## src/rtl/iomem_arbiter.sv

```systemverilog
// Two-master arbiter for the iomem peripheral register bus: one strobe per grant, read data returned with a ready pulse.
// Define IOMEM_ARBITER_FIXED_PRIO_EN for fixed master-0 priority instead of round-robin.
`timescale 1ns/1ps
module iomem_arbiter #(
   parameter int unsigned ADDR_W = 14,
   parameter int unsigned DATA_W = 32,
   parameter int unsigned RD_LAT = 1
) (
   input  logic              clk,
   input  logic              reset_n,
   input  logic              m0_valid,
   input  logic              m0_wr,
   input  logic [ADDR_W-1:0] m0_addr,
   input  logic [DATA_W-1:0] m0_wdata,
   output logic              m0_ready,
   output logic [DATA_W-1:0] m0_rdata,
   input  logic              m1_valid,
   input  logic              m1_wr,
   input  logic [ADDR_W-1:0] m1_addr,
   input  logic [DATA_W-1:0] m1_wdata,
   output logic              m1_ready,
   output logic [DATA_W-1:0] m1_rdata,
   output logic              s_valid,
   output logic              s_wr,
   output logic [ADDR_W-1:0] s_addr,
   output logic [DATA_W-1:0] s_wdata,
   input  logic [DATA_W-1:0] s_rdata,
   output logic              busy
);

   typedef enum logic [1:0] {IDLE, ISSUE, WAIT, RESP} state_t;

   localparam logic [2:0] CNT_INIT = (RD_LAT == 0) ? 3'd0 : 3'(RD_LAT - 1);

   state_t     state;
   logic       grant;
   logic [2:0] cnt;
   logic       pick_c;
   logic       resp_c;
`ifndef IOMEM_ARBITER_FIXED_PRIO_EN
   logic       last_grant;
`endif

   // Winner among the requesting masters (1 = master 1)
   always_comb begin
      pick_c = 1'b0;
`ifdef IOMEM_ARBITER_FIXED_PRIO_EN
      pick_c = !m0_valid;
`else
      if (m0_valid && m1_valid) pick_c = !last_grant;
      else                      pick_c = !m0_valid;
`endif
   end

   // Read data is valid on s_rdata in the last cycle before RESP
   always_comb begin
      resp_c = 1'b0;
      if (state == ISSUE && RD_LAT == 0) resp_c = 1'b1;
      if (state == WAIT && cnt == 3'd0)  resp_c = 1'b1;
   end

   always_ff @(posedge clk or negedge reset_n) begin
      if (!reset_n) begin
         state      <= IDLE;
         grant      <= 1'b0;
`ifndef IOMEM_ARBITER_FIXED_PRIO_EN
         last_grant <= 1'b1;
`endif
         cnt        <= 3'd0;
         s_valid    <= 1'b0;
         s_wr       <= 1'b0;
         s_addr     <= '0;
         s_wdata    <= '0;
         m0_ready   <= 1'b0;
         m1_ready   <= 1'b0;
         m0_rdata   <= '0;
         m1_rdata   <= '0;
         busy       <= 1'b0;
      end else begin
         s_valid  <= 1'b0;
         m0_ready <= 1'b0;
         m1_ready <= 1'b0;
         unique case (state)
            IDLE: begin
               if (m0_valid || m1_valid) begin
                  grant      <= pick_c;
`ifndef IOMEM_ARBITER_FIXED_PRIO_EN
                  last_grant <= pick_c;
`endif
                  s_valid    <= 1'b1;
                  s_wr       <= pick_c ? m1_wr    : m0_wr;
                  s_addr     <= pick_c ? m1_addr  : m0_addr;
                  s_wdata    <= pick_c ? m1_wdata : m0_wdata;
                  busy       <= 1'b1;
                  state      <= ISSUE;
               end
            end
            ISSUE: begin
               cnt   <= CNT_INIT;
               state <= (RD_LAT == 0) ? RESP : WAIT;
            end
            WAIT: begin
               cnt <= cnt - 3'd1;
               if (cnt == 3'd0) state <= RESP;
            end
            RESP: begin
               busy  <= 1'b0;
               state <= IDLE;
            end
            default: state <= IDLE;
         endcase
         if (resp_c) begin
            if (grant) begin
               m1_ready <= 1'b1;
               m1_rdata <= s_wr ? '0 : s_rdata;
            end else begin
               m0_ready <= 1'b1;
               m0_rdata <= s_wr ? '0 : s_rdata;
            end
         end
      end
   end

endmodule

```

## config.mk

```make
export PLATFORM = sky130hd
export DESIGN_NAME = iomem_arbiter
export DESIGN_NICKNAME = d
export VERILOG_FILES = /design/src/rtl/iomem_arbiter.sv
export SDC_FILE = /design/constraint.sdc
export NUM_CORES = 1
export LEC_CHECK = 0
export ABC_AREA = 1
export BUFFER_PORTS_ARGS = -buffer_cell sky130_fd_sc_hd__buf_2
export CORE_UTILIZATION = 49
export CTS_CLUSTER_SIZE = 10
export DETAILED_ROUTE_END_ITERATION = 7
export PLACE_DENSITY = 0.81
export RECOVER_POWER = 50
export SYNTH_ARGS = -nofsm -noshare
export SYNTH_HDL_FRONTEND = slang
export SYNTH_SLANG_ARGS = --single-unit
```

## constraint.sdc

```tcl
create_clock -name clk -period 2.1 [get_ports clk]
set_clock_uncertainty 0.1 [all_clocks]
set_input_delay 0.105 -clock clk [delete_from_list [all_inputs] [get_ports clk]]
set_output_delay 0.105 -clock clk [all_outputs]
set_load 0.01 [all_outputs]
```

==> results of run 1 <==
-- routing by layer --
layer / up-vias / routed length [um] / GRT usage [%]
li1: 3152 / - / -
met3: 91 / 1700 / 7.55
met5: - / 0 / 0
met2: 438 / 10200 / 55.2
met1: 3208 / 7810 / 35.3
met4: 0 / 806 / 19.2
-- flip-flops by register name (all words and copies together), names as in the netlist, 2 cells and up --
| register | flops |
|---|---|
| m0_rdata | 32 |
| m1_rdata | 32 |
| s_wdata | 32 |
| s_addr | 14 |
| cnt | 3 |
| state | 2 |
-- synth_stat cells --
cell and instances:
sky130_fd_sc_hd__clkbuf_1 12, sky130_fd_sc_hd__buf_6 13, sky130_fd_sc_hd__ha_1 6, sky130_fd_sc_hd__dfrtp_1 121
sky130_fd_sc_hd__dfstp_2 1, sky130_fd_sc_hd__nand2_1 284, sky130_fd_sc_hd__clkbuf_2 2, sky130_fd_sc_hd__nand3_4 1
sky130_fd_sc_hd__inv_2 2, sky130_fd_sc_hd__o21ai_1 57, sky130_fd_sc_hd__buf_4 4, sky130_fd_sc_hd__nand3_1 96
sky130_fd_sc_hd__nor2_4 2, sky130_fd_sc_hd__buf_1 1, sky130_fd_sc_hd__o21ai_0 8, sky130_fd_sc_hd__nor2_1 34
sky130_fd_sc_hd__inv_1 135, sky130_fd_sc_hd__o21ai_2 4, sky130_fd_sc_hd__o22ai_1 1, sky130_fd_sc_hd__xor2_1 1
sky130_fd_sc_hd__a21oi_1 1, sky130_fd_sc_hd__buf_2 16
-- layout make-up --
type | instances | share of cell area (%)
clock buffers | 20 | 4.85
clock inverters | 12 | 1.87
inverters | 137 | 5.63
multi-input cells | 495 | 23.7
flip-flops and latches | 122 | 33.1
well taps | 147 | 2.00
repair buffers | 392 | 28.8
-- how the worst min path moves through the flow --
| stage | from | to | slack (ns) | cells after the start |
|---|---|---|---|---|
| finish | m1_valid | busy$_DFFE_PN0P_ | 0.07 | 6 |
| global route | m0_valid | busy$_DFFE_PN0P_ | 0.10 | 6 |
| CTS | m0_valid | last_grant$_DFFE_PN1P_ | 0.03 | 4 |
| detailed placement | reset_n | m1_rdata[0]$_DFFE_PN0P_ | 0.03 | 1 |
| global placement | reset_n | m1_rdata[21]$_DFFE_PN0P_ | 0.03 | 1 |
| floorplan | reset_n | busy$_DFFE_PN0P_ | -0.29 | 0 |
-- what timing repair did --
action | 4_1_cts | 5_1_grt
endpoints found under the setup margin | 0 | 43
setup buffers | 0 | 3
endpoints found under the hold margin | 148 | 0
hold buffers | 127 | 0
resized for setup | 0 | 8
-- through the flow --
stage                     instances  util (%)
final                          1325      76.7
after global placement         1161      61.2
after CTS                      1320      76.9
after floorplan                 802         -
after detailed placement       1161      61.2
after global routing           1325      76.7
-- power groups by stage --
stage | sequential [W] | combinational (W) | clock, W
2_1_floorplan | 0.00449 | 0.00257 | 0
3_3_place_gp | 0.00404 | 0.00475 | 0
3_5_place_dp | 0.00406 | 0.00489 | 0
4_1_cts | 0.00405 | 0.00540 | 0.00308
5_1_grt | 0.00420 | 0.00606 | 0.00321
6_report | 0.00410 | 0.00553 | 0.00307
-- kinds of logic after synthesis --
family | synth area share, %
simple gates | 28.3
compound gates | 6.14
fa+ha+maj | 1.24
xor+xnor | 0.145
buf+inv | 13.7
flops | 50.5
-- worst register-to-register path, cell delays in order (launching register included) --
cell and delay [ns]:
sky130_fd_sc_hd__dfrtp_1 0.37, sky130_fd_sc_hd__inv_1 0.09, sky130_fd_sc_hd__ha_2 0.21, sky130_fd_sc_hd__o21ai_4 0.10, sky130_fd_sc_hd__clkinv_4 0.13, sky130_fd_sc_hd__clkbuf_16 0.20
sky130_fd_sc_hd__nand3_1 0.12, sky130_fd_sc_hd__nand2_1 0.06, sky130_fd_sc_hd__dlygate4sd3_1 0.54
==> run summary, run 1 <==
### Synthesis
- sequential fraction of the synthesis area: 50.5%
- synthesized net count: 938
- library cell occupying the most area in the post-synthesis netlist: sky130_fd_sc_hd__dfrtp_1
- cell area after synthesis: 0.00605 mm^2
- count of state elements after synthesis: 122
- number of standard cells after synthesis: 802
- mean area per synthesized cell: 7.55 um^2
- cell types with the largest area share after synthesis: sky130_fd_sc_hd__dfrtp_1, sky130_fd_sc_hd__nand2_1, sky130_fd_sc_hd__inv_1, sky130_fd_sc_hd__nand3_1, sky130_fd_sc_hd__o21ai_1
- synthesis warning total: 0
- count of distinct cell types in the synthesized netlist: 22
- area share of the largest cell type after synthesis: 50.0%

### Floorplanning
- die span in y: 113 um
- Core Rows: 40
- starting density of the core: 50.4%
- core outline area: 0.0120 mm^2
- I/O pin count: 245
- die footprint: 0.0128 mm^2
- Die Span X: 113 um

### CTS
- H-tree level count: 4
- clock sink count: 122
- CTS clock-pin slew for the worst setup and hold paths: 0.06 ns
- cell chosen for the clock root: sky130_fd_sc_hd__clkbuf_16
- number of buffers added by the clock tree synthesis step: 17
- maximum number of buffers from clock root to sink: 2
- clock tree from TritonCTS: done
- insertion delay of the later-clocked pin in the worst-skew pair: 0.40 ns

### STA
- min Tclk post-route: 2.05 ns
- setup repair after global routing missed its margin: true
- slew at the pin with the worst max-slew slack: 1.07 ns
- Highest Clock Rate: 489 MHz
- number of endpoints failing setup at the final stage: 0
- share of the clock period used by the worst path after layout: 97.4%
- hold slack: 0.0729 ns
- setup slack after layout: 0.0546 ns
- Final Hold Fails: 0
- Rel. slew slack: 28.5%
- setup_tns: 0 ns
- Final Max Tran Viols: 0

### Placement
- Placement Cell Area: 0.00735 mm^2
- DPL Wire Length: 10800 um
- PortBufs: 244
- Setup Slack @ Placement: 0.424 ns
- RD Place Congestion: 0.814

### Setup path
- CP peak stage delay: 0.54 ns
- CP Data Required Time: 2.29 ns
- nature of the critical path startpoint: flip-flop
- CP Cell Sequence: inv_1, ha_2, o21ai_4, clkinv_4, clkbuf_16, nand3_1, nand2_1, dlygate4sd3_1
- flop2flop setup slack: 0.05 ns
- CP bufs+invs: 4
- worst setup path startpoint: state[0]$_DFFE_PN0P_
- total number of cells along the worst setup path: 8
- critical path peak fanout: 11
- reg-to-reg startpoint: state[0]$_DFFE_PN0P_
- Worst Path Arrival: 2.23 ns
- end point of the critical path: s_wdata[7]$_DFFE_PN0P_
- count of cells along the worst register-to-register path: 8
- kind of critical path: reg -> reg
- slowest cell on the critical path: sky130_fd_sc_hd__dlygate4sd3_1
- Largest delay share family, worst path: buffers and inverters
- worst reg2reg path endpoint: s_wdata[7]$_DFFE_PN0P_
- Critical Path Sink Type: flip-flop

### Routing
- vias per std cell: 5.20
- remaining antenna violation count: 0
- detailed-route wire length per cell: 15.5 um
- total DRC errors in the routed layout: 0
- drt initial violations: 758
- number of search-and-repair iterations in the first detailed-routing pass: 7
- overall via count from detail_route: 6889
- total length of routed wires: 20500 um

### Global routing
- maximum number of pins on one net before global-route repair: 65
- number of global-route vias before repair: 6896
- antenna violations before repair: 0
- GRT Resource Usage Total: 31.7%
- remaining global-route overflow: 0
- global-route wire length before repair: 31700 um

### Cells and area
- layout filler cell count: 824
- total inserted antenna cells: 0
- share of final-layout standard cells stronger than drive strength 1: 19.1%
- # nets final: 1301
- commonest non-fill, non-tap cell in the layout: sky130_fd_sc_hd__nand2_1
- final instance area: 0.00922 mm^2
- most frequent cells in the layout: sky130_fd_sc_hd__nand2_1, sky130_fd_sc_hd__buf_2, sky130_fd_sc_hd__inv_1, sky130_fd_sc_hd__dlygate4sd3_1, sky130_fd_sc_hd__dfrtp_1
- area taken by flip-flops and latches: 0.00305 mm^2
- area of combinational cells with multiple inputs: 0.00218 mm^2
- area overhead of the layout relative to synthesis: 52.2%

### Power and ir drop
- sequential group share of total power: 32.2%
- Internal Dissipation: 0.00762 W
- power spent charging and discharging nets: 0.00509 W
- largest voltage drop on the vdd net: 678 uV
- PwrDens: 1380 mW/mm^2
- part of the power in combinational logic: 43.6%
- share of total power in the clock network: 24.2%
- leakage power total: 5.09 nW
- switching share of total power: 40.0%
- total power of the final layout: 0.0127 W

### Status
- result of the run: completed

### Worst hold path
- class of the most critical hold timing path: in -> reg

### Job
- number of maximum-capacitance violations: 0

(Power assumes the default switching activity.)
==> run 2, diff against run 1 <==
==> config.mk (replaced) <==
export PLATFORM = sky130hd
export DESIGN_NAME = iomem_arbiter
export DESIGN_NICKNAME = d
export VERILOG_FILES = /design/src/rtl/iomem_arbiter.sv
export SDC_FILE = /design/constraint.sdc
export NUM_CORES = 1
export LEC_CHECK = 0
export ABC_AREA = 0
export BUFFER_PORTS_ARGS = -buffer_cell sky130_fd_sc_hd__buf_2
export CORE_UTILIZATION = 47
export CTS_BUF_LIST = sky130_fd_sc_hd__clkbuf_16
export CTS_CLUSTER_SIZE = 10
export DETAILED_ROUTE_END_ITERATION = 7
export PLACE_DENSITY = 0.8
export RECOVER_POWER = 50
export SLEW_MARGIN = 20
export SYNTH_ARGS = -nofsm -noshare
export SYNTH_HDL_FRONTEND = slang
export SYNTH_SLANG_ARGS = --single-unit
==> run 2 against run 1 <==
Maximum frequency rose by 0.10%. Worst setup slack improved by 0.0021 ns. Worst hold slack improved by 0.19 ns. Sequential power is 2% lower. First-iteration DRC count fell by 7.8%. Flip-flop and latch count unchanged. Count of clock-buffer cells in the layout shrank 3. Critical path depth fell by 2. Routed wire length decreased by 0.31%. Global-route usage increased by 1.3 points.
==> run summary, run 2 <==
### Setup path
- slowest cell on the critical path: sky130_fd_sc_hd__dlygate4sd3_1, unchanged
- most prevalent standard cell on the critical path: sky130_fd_sc_hd__dlygate4sd3_1
- Worst Path Arrival: 2.28 ns, was 2.23 ns
- nature of the critical path startpoint: input port, was flip-flop
- critical path peak fanout: 21, was 11
- worst setup path startpoint: m1_valid, was state[0]$_DFFE_PN0P_
- reg-to-reg startpoint: last_grant$_DFFE_PN1P_, was state[0]$_DFFE_PN0P_
- kind of critical path: in -> reg, was reg -> reg
- CP Cell Sequence: dlygate4sd3_1, buf_2, nor2b_4, o21ai_1, a31oi_1, dlygate4sd3_1, was inv_1, ha_2, o21ai_4, clkinv_4, clkbuf_16, nand3_1, nand2_1, dlygate4sd3_1
- Critical Path Sink Type: flip-flop, unchanged
- CP peak stage delay: 0.58 ns, was 0.54 ns
- CP Data Required Time: 2.33 ns, was 2.29 ns

### Power and ir drop
- largest voltage drop on the vdd net: 803 uV, was 678 uV
- leakage power total: 3.96 nW, was 5.09 nW
- PwrDens: 1380 mW/mm^2, about the same

### CTS
- H-tree level count: 4, unchanged
- clock sink count: 122, unchanged
- maximum number of buffers from clock root to sink: 2, unchanged
- number of buffers added by the clock tree synthesis step: 17, unchanged
- insertion delay of the later-clocked pin in the worst-skew pair: 0.41 ns, was 0.40 ns
- cell chosen for the clock root: sky130_fd_sc_hd__clkbuf_16, unchanged
- CTS clock-pin slew for the worst setup and hold paths: 0.05 ns, was 0.06 ns
- clock tree from TritonCTS: done, unchanged

### Cells and area
- biggest registers after layout: m0_rdata x32, m1_rdata x32, s_wdata x32, unchanged
- count of placed standard cells in the final layout, fillers left out: 1068, was 1325
- commonest non-fill, non-tap cell in the layout: sky130_fd_sc_hd__buf_2, was sky130_fd_sc_hd__nand2_1
- total inserted antenna cells: 0, unchanged
- # nets final: 1053, was 1301
- share of final-layout standard cells stronger than drive strength 1: 27.6%, was 19.1%
- area overhead of the layout relative to synthesis: 58.0%, was 52.2%
- most frequent cells in the layout: sky130_fd_sc_hd__buf_2, sky130_fd_sc_hd__dlygate4sd3_1, sky130_fd_sc_hd__dfrtp_1, sky130_fd_sc_hd__o21ai_0, sky130_fd_sc_hd__nand2_1, was sky130_fd_sc_hd__nand2_1, sky130_fd_sc_hd__buf_2, sky130_fd_sc_hd__inv_1, sky130_fd_sc_hd__dlygate4sd3_1, sky130_fd_sc_hd__dfrtp_1
- final core area utilization: 77.7%, was 76.7%

### Routing
- total length of routed wires: 20400 um, was 20500 um
- vias per std cell: 5.66, was 5.20
- detailed-route wire length per cell: 19.1 um, was 15.5 um
- remaining antenna violation count: 0, unchanged
- overall via count from detail_route: 6041, was 6889
- drt initial violations: 699, was 758
- total DRC errors in the routed layout: 0, unchanged
- number of search-and-repair iterations in the first detailed-routing pass: 5, was 7

### STA
- slew at the pin with the worst max-slew slack: 0.889 ns, was 1.07 ns
- number of endpoints failing setup at the final stage: 0, unchanged
- min Tclk post-route: 2.04 ns, was 2.05 ns
- Highest Clock Rate: 489 MHz, about the same
- Rel. slew slack: 40.7%, was 28.5%
- Final Max Tran Viols: 0, unchanged
- Final Hold Fails: 0, unchanged
- setup_tns: 0 ns, unchanged
- share of the clock period used by the worst path after layout: 97.3%, was 97.4%
- setup repair after global routing missed its margin: false, was true
- setup slack after layout: 0.0567 ns, was 0.0546 ns

### Placement
- PortBufs: 244, unchanged
- Placed Cells incl. Taps: 904, was 1161
- RD Place Congestion: 0.835, was 0.814
- DPL Wire Length: 10200 um, was 10800 um
- Setup Slack @ Placement: 0.185 ns, was 0.424 ns

### Floorplanning
- core outline area: 0.0110 mm^2, was 0.0120 mm^2
- die span in y: 109 um, was 113 um
- Core Rows: 38, was 40
- die footprint: 0.0120 mm^2, was 0.0128 mm^2
- starting density of the core: 49.2%, was 50.4%
- Die Span X: 109 um, was 113 um
- I/O pin count: 245, unchanged

### Synthesis
- area share of the largest cell type after synthesis: 55.8%, was 50.0%
- library cell occupying the most area in the post-synthesis netlist: sky130_fd_sc_hd__dfrtp_1, unchanged
- most common library cells after synthesis: sky130_fd_sc_hd__dfrtp_1, sky130_fd_sc_hd__o21ai_0, sky130_fd_sc_hd__nand2_1, sky130_fd_sc_hd__nor2_1, sky130_fd_sc_hd__nand3_1, was sky130_fd_sc_hd__nand2_1, sky130_fd_sc_hd__inv_1, sky130_fd_sc_hd__dfrtp_1, sky130_fd_sc_hd__nand3_1, sky130_fd_sc_hd__o21ai_1
- Post-synth EDFFs: 0, unchanged
- count of distinct cell types in the synthesized netlist: 30, was 22
- ys async rst share: 100%, unchanged
- number of standard cells after synthesis: 556, was 802
- mean area per synthesized cell: 9.76 um^2, was 7.55 um^2
- count leader, synth: sky130_fd_sc_hd__dfrtp_1, was sky130_fd_sc_hd__nand2_1
- synthesis warning total: 0, unchanged
- count of state elements after synthesis: 122, unchanged
- cell area after synthesis: 0.00543 mm^2, was 0.00605 mm^2
- cell types with the largest area share after synthesis: sky130_fd_sc_hd__dfrtp_1, sky130_fd_sc_hd__o21ai_0, sky130_fd_sc_hd__a31oi_2, sky130_fd_sc_hd__nand2_1, sky130_fd_sc_hd__nand3_1, was sky130_fd_sc_hd__dfrtp_1, sky130_fd_sc_hd__nand2_1, sky130_fd_sc_hd__inv_1, sky130_fd_sc_hd__nand3_1, sky130_fd_sc_hd__o21ai_1
- sequential fraction of the synthesis area: 56.3%, was 50.5%
- synthesized net count: 692, was 938
- most instantiated flip-flop cell in the synthesis netlist: sky130_fd_sc_hd__dfrtp_1, unchanged

### Global routing
- remaining global-route overflow: 0, unchanged
- GRT Resource Usage Total: 33.0%, was 31.7%
- maximum number of pins on one net before global-route repair: 66, was 65
- antenna violations before repair: 0, unchanged
- number of global-route vias before repair: 5997, was 6896
- global-route wire length before repair: 29900 um, was 31700 um

### Worst hold path
- class of the most critical hold timing path: in -> async, was in -> reg

### Job
- number of maximum-capacitance violations: 0, unchanged

### Status
- result of the run: completed, unchanged

## run 2: cell families (layout without fill, tap and decap cells)
kind of cell	after synthesis	count (layout)	synth area share, %
AO/OA/AOI/OAI	167	168	19.1
adder cells (fa/ha/maj)	6	6	1.38
buffers and inverters	58	429	5.74
flip-flops	122	122	56.3
multiplexers	2	2	0.369
AND/OR/NAND/NOR	201	201	17.1
## run 2: path summary, 6_finish.rpt
check | endpoint | slack [ns] | depth (start not counted)
max | s_addr[7]$_DFFE_PN0P_ | 0.06 | 6
min | m1_rdata[19]$_DFFE_PN0P_ | 0.26 | 2
max reg2reg | s_addr[12]$_DFFE_PN0P_ | 0.06 | 5
min reg2reg | m0_rdata[5]$_DFFE_PN0P_ | 0.38 | 2
max in group asynchronous | s_wdata[3]$_DFFE_PN0P_ | 0.66 | 3
min in group clk | m0_rdata[5]$_DFFE_PN0P_ | 0.38 | 2
## run 2: layout make-up
type	count	area, um^2
clock buffer	17	425
fill	653	2460
tap	140	175
sequential	122	3050
clock inverter	13	140
multi-input combinational	377	2090
timing repair buffer	390	2650
inverter	9	36.3
## run 2: repair_timing
action	4_1_cts	5_1_grt
setup buffers	0	2
endpoints found under the hold margin	173	0
endpoints found under the setup margin	0	28
hold buffers	130	0
gates resized for setup	0	6
## run 2: where the power goes
group / total (W) / switching (W) / internal [W]
Combinational: 0.00495 / 0.00294 / 0.00200
Sequential: 0.00400 / 0.000630 / 0.00337
Clock: 0.00285 / 0.00102 / 0.00182
Total: 0.0118 / 0.00459 / 0.00720
## run 2: stage by stage
stage | instance area [um^2] | hold WS [ns] | power [W]
final | 8570 | 0.261 | 0.0118
after floorplan | 5430 | -0.291 | 0.00659
after CTS | 8590 | 0.108 | 0.0114
after global placement | 6720 | -0.0173 | 0.00807
after detailed placement | 6720 | -0.0109 | 0.00829
after global routing | 8570 | 0.333 | 0.0124
## run 2: per-layer routing
| metal | share of wire (%) | GRT usage (%) | vias to the layer above |
|---|---|---|---|
| li1 | - | - | 2641 |
| met1 | 37 | 38.9 | 2830 |
| met2 | 47 | 52.5 | 468 |
| met3 | 11 | 11.1 | 102 |
| met4 | 5.6 | 19.7 | 0 |
| met5 | 0 | 0 | - |
## run 2: critical path, delay by kind of cell
family	cells	cell delay, ns
buffers and inverters	3	1.32
AND/OR/NAND/NOR	1	0.48
AO/OA/AOI/OAI	2	0.37
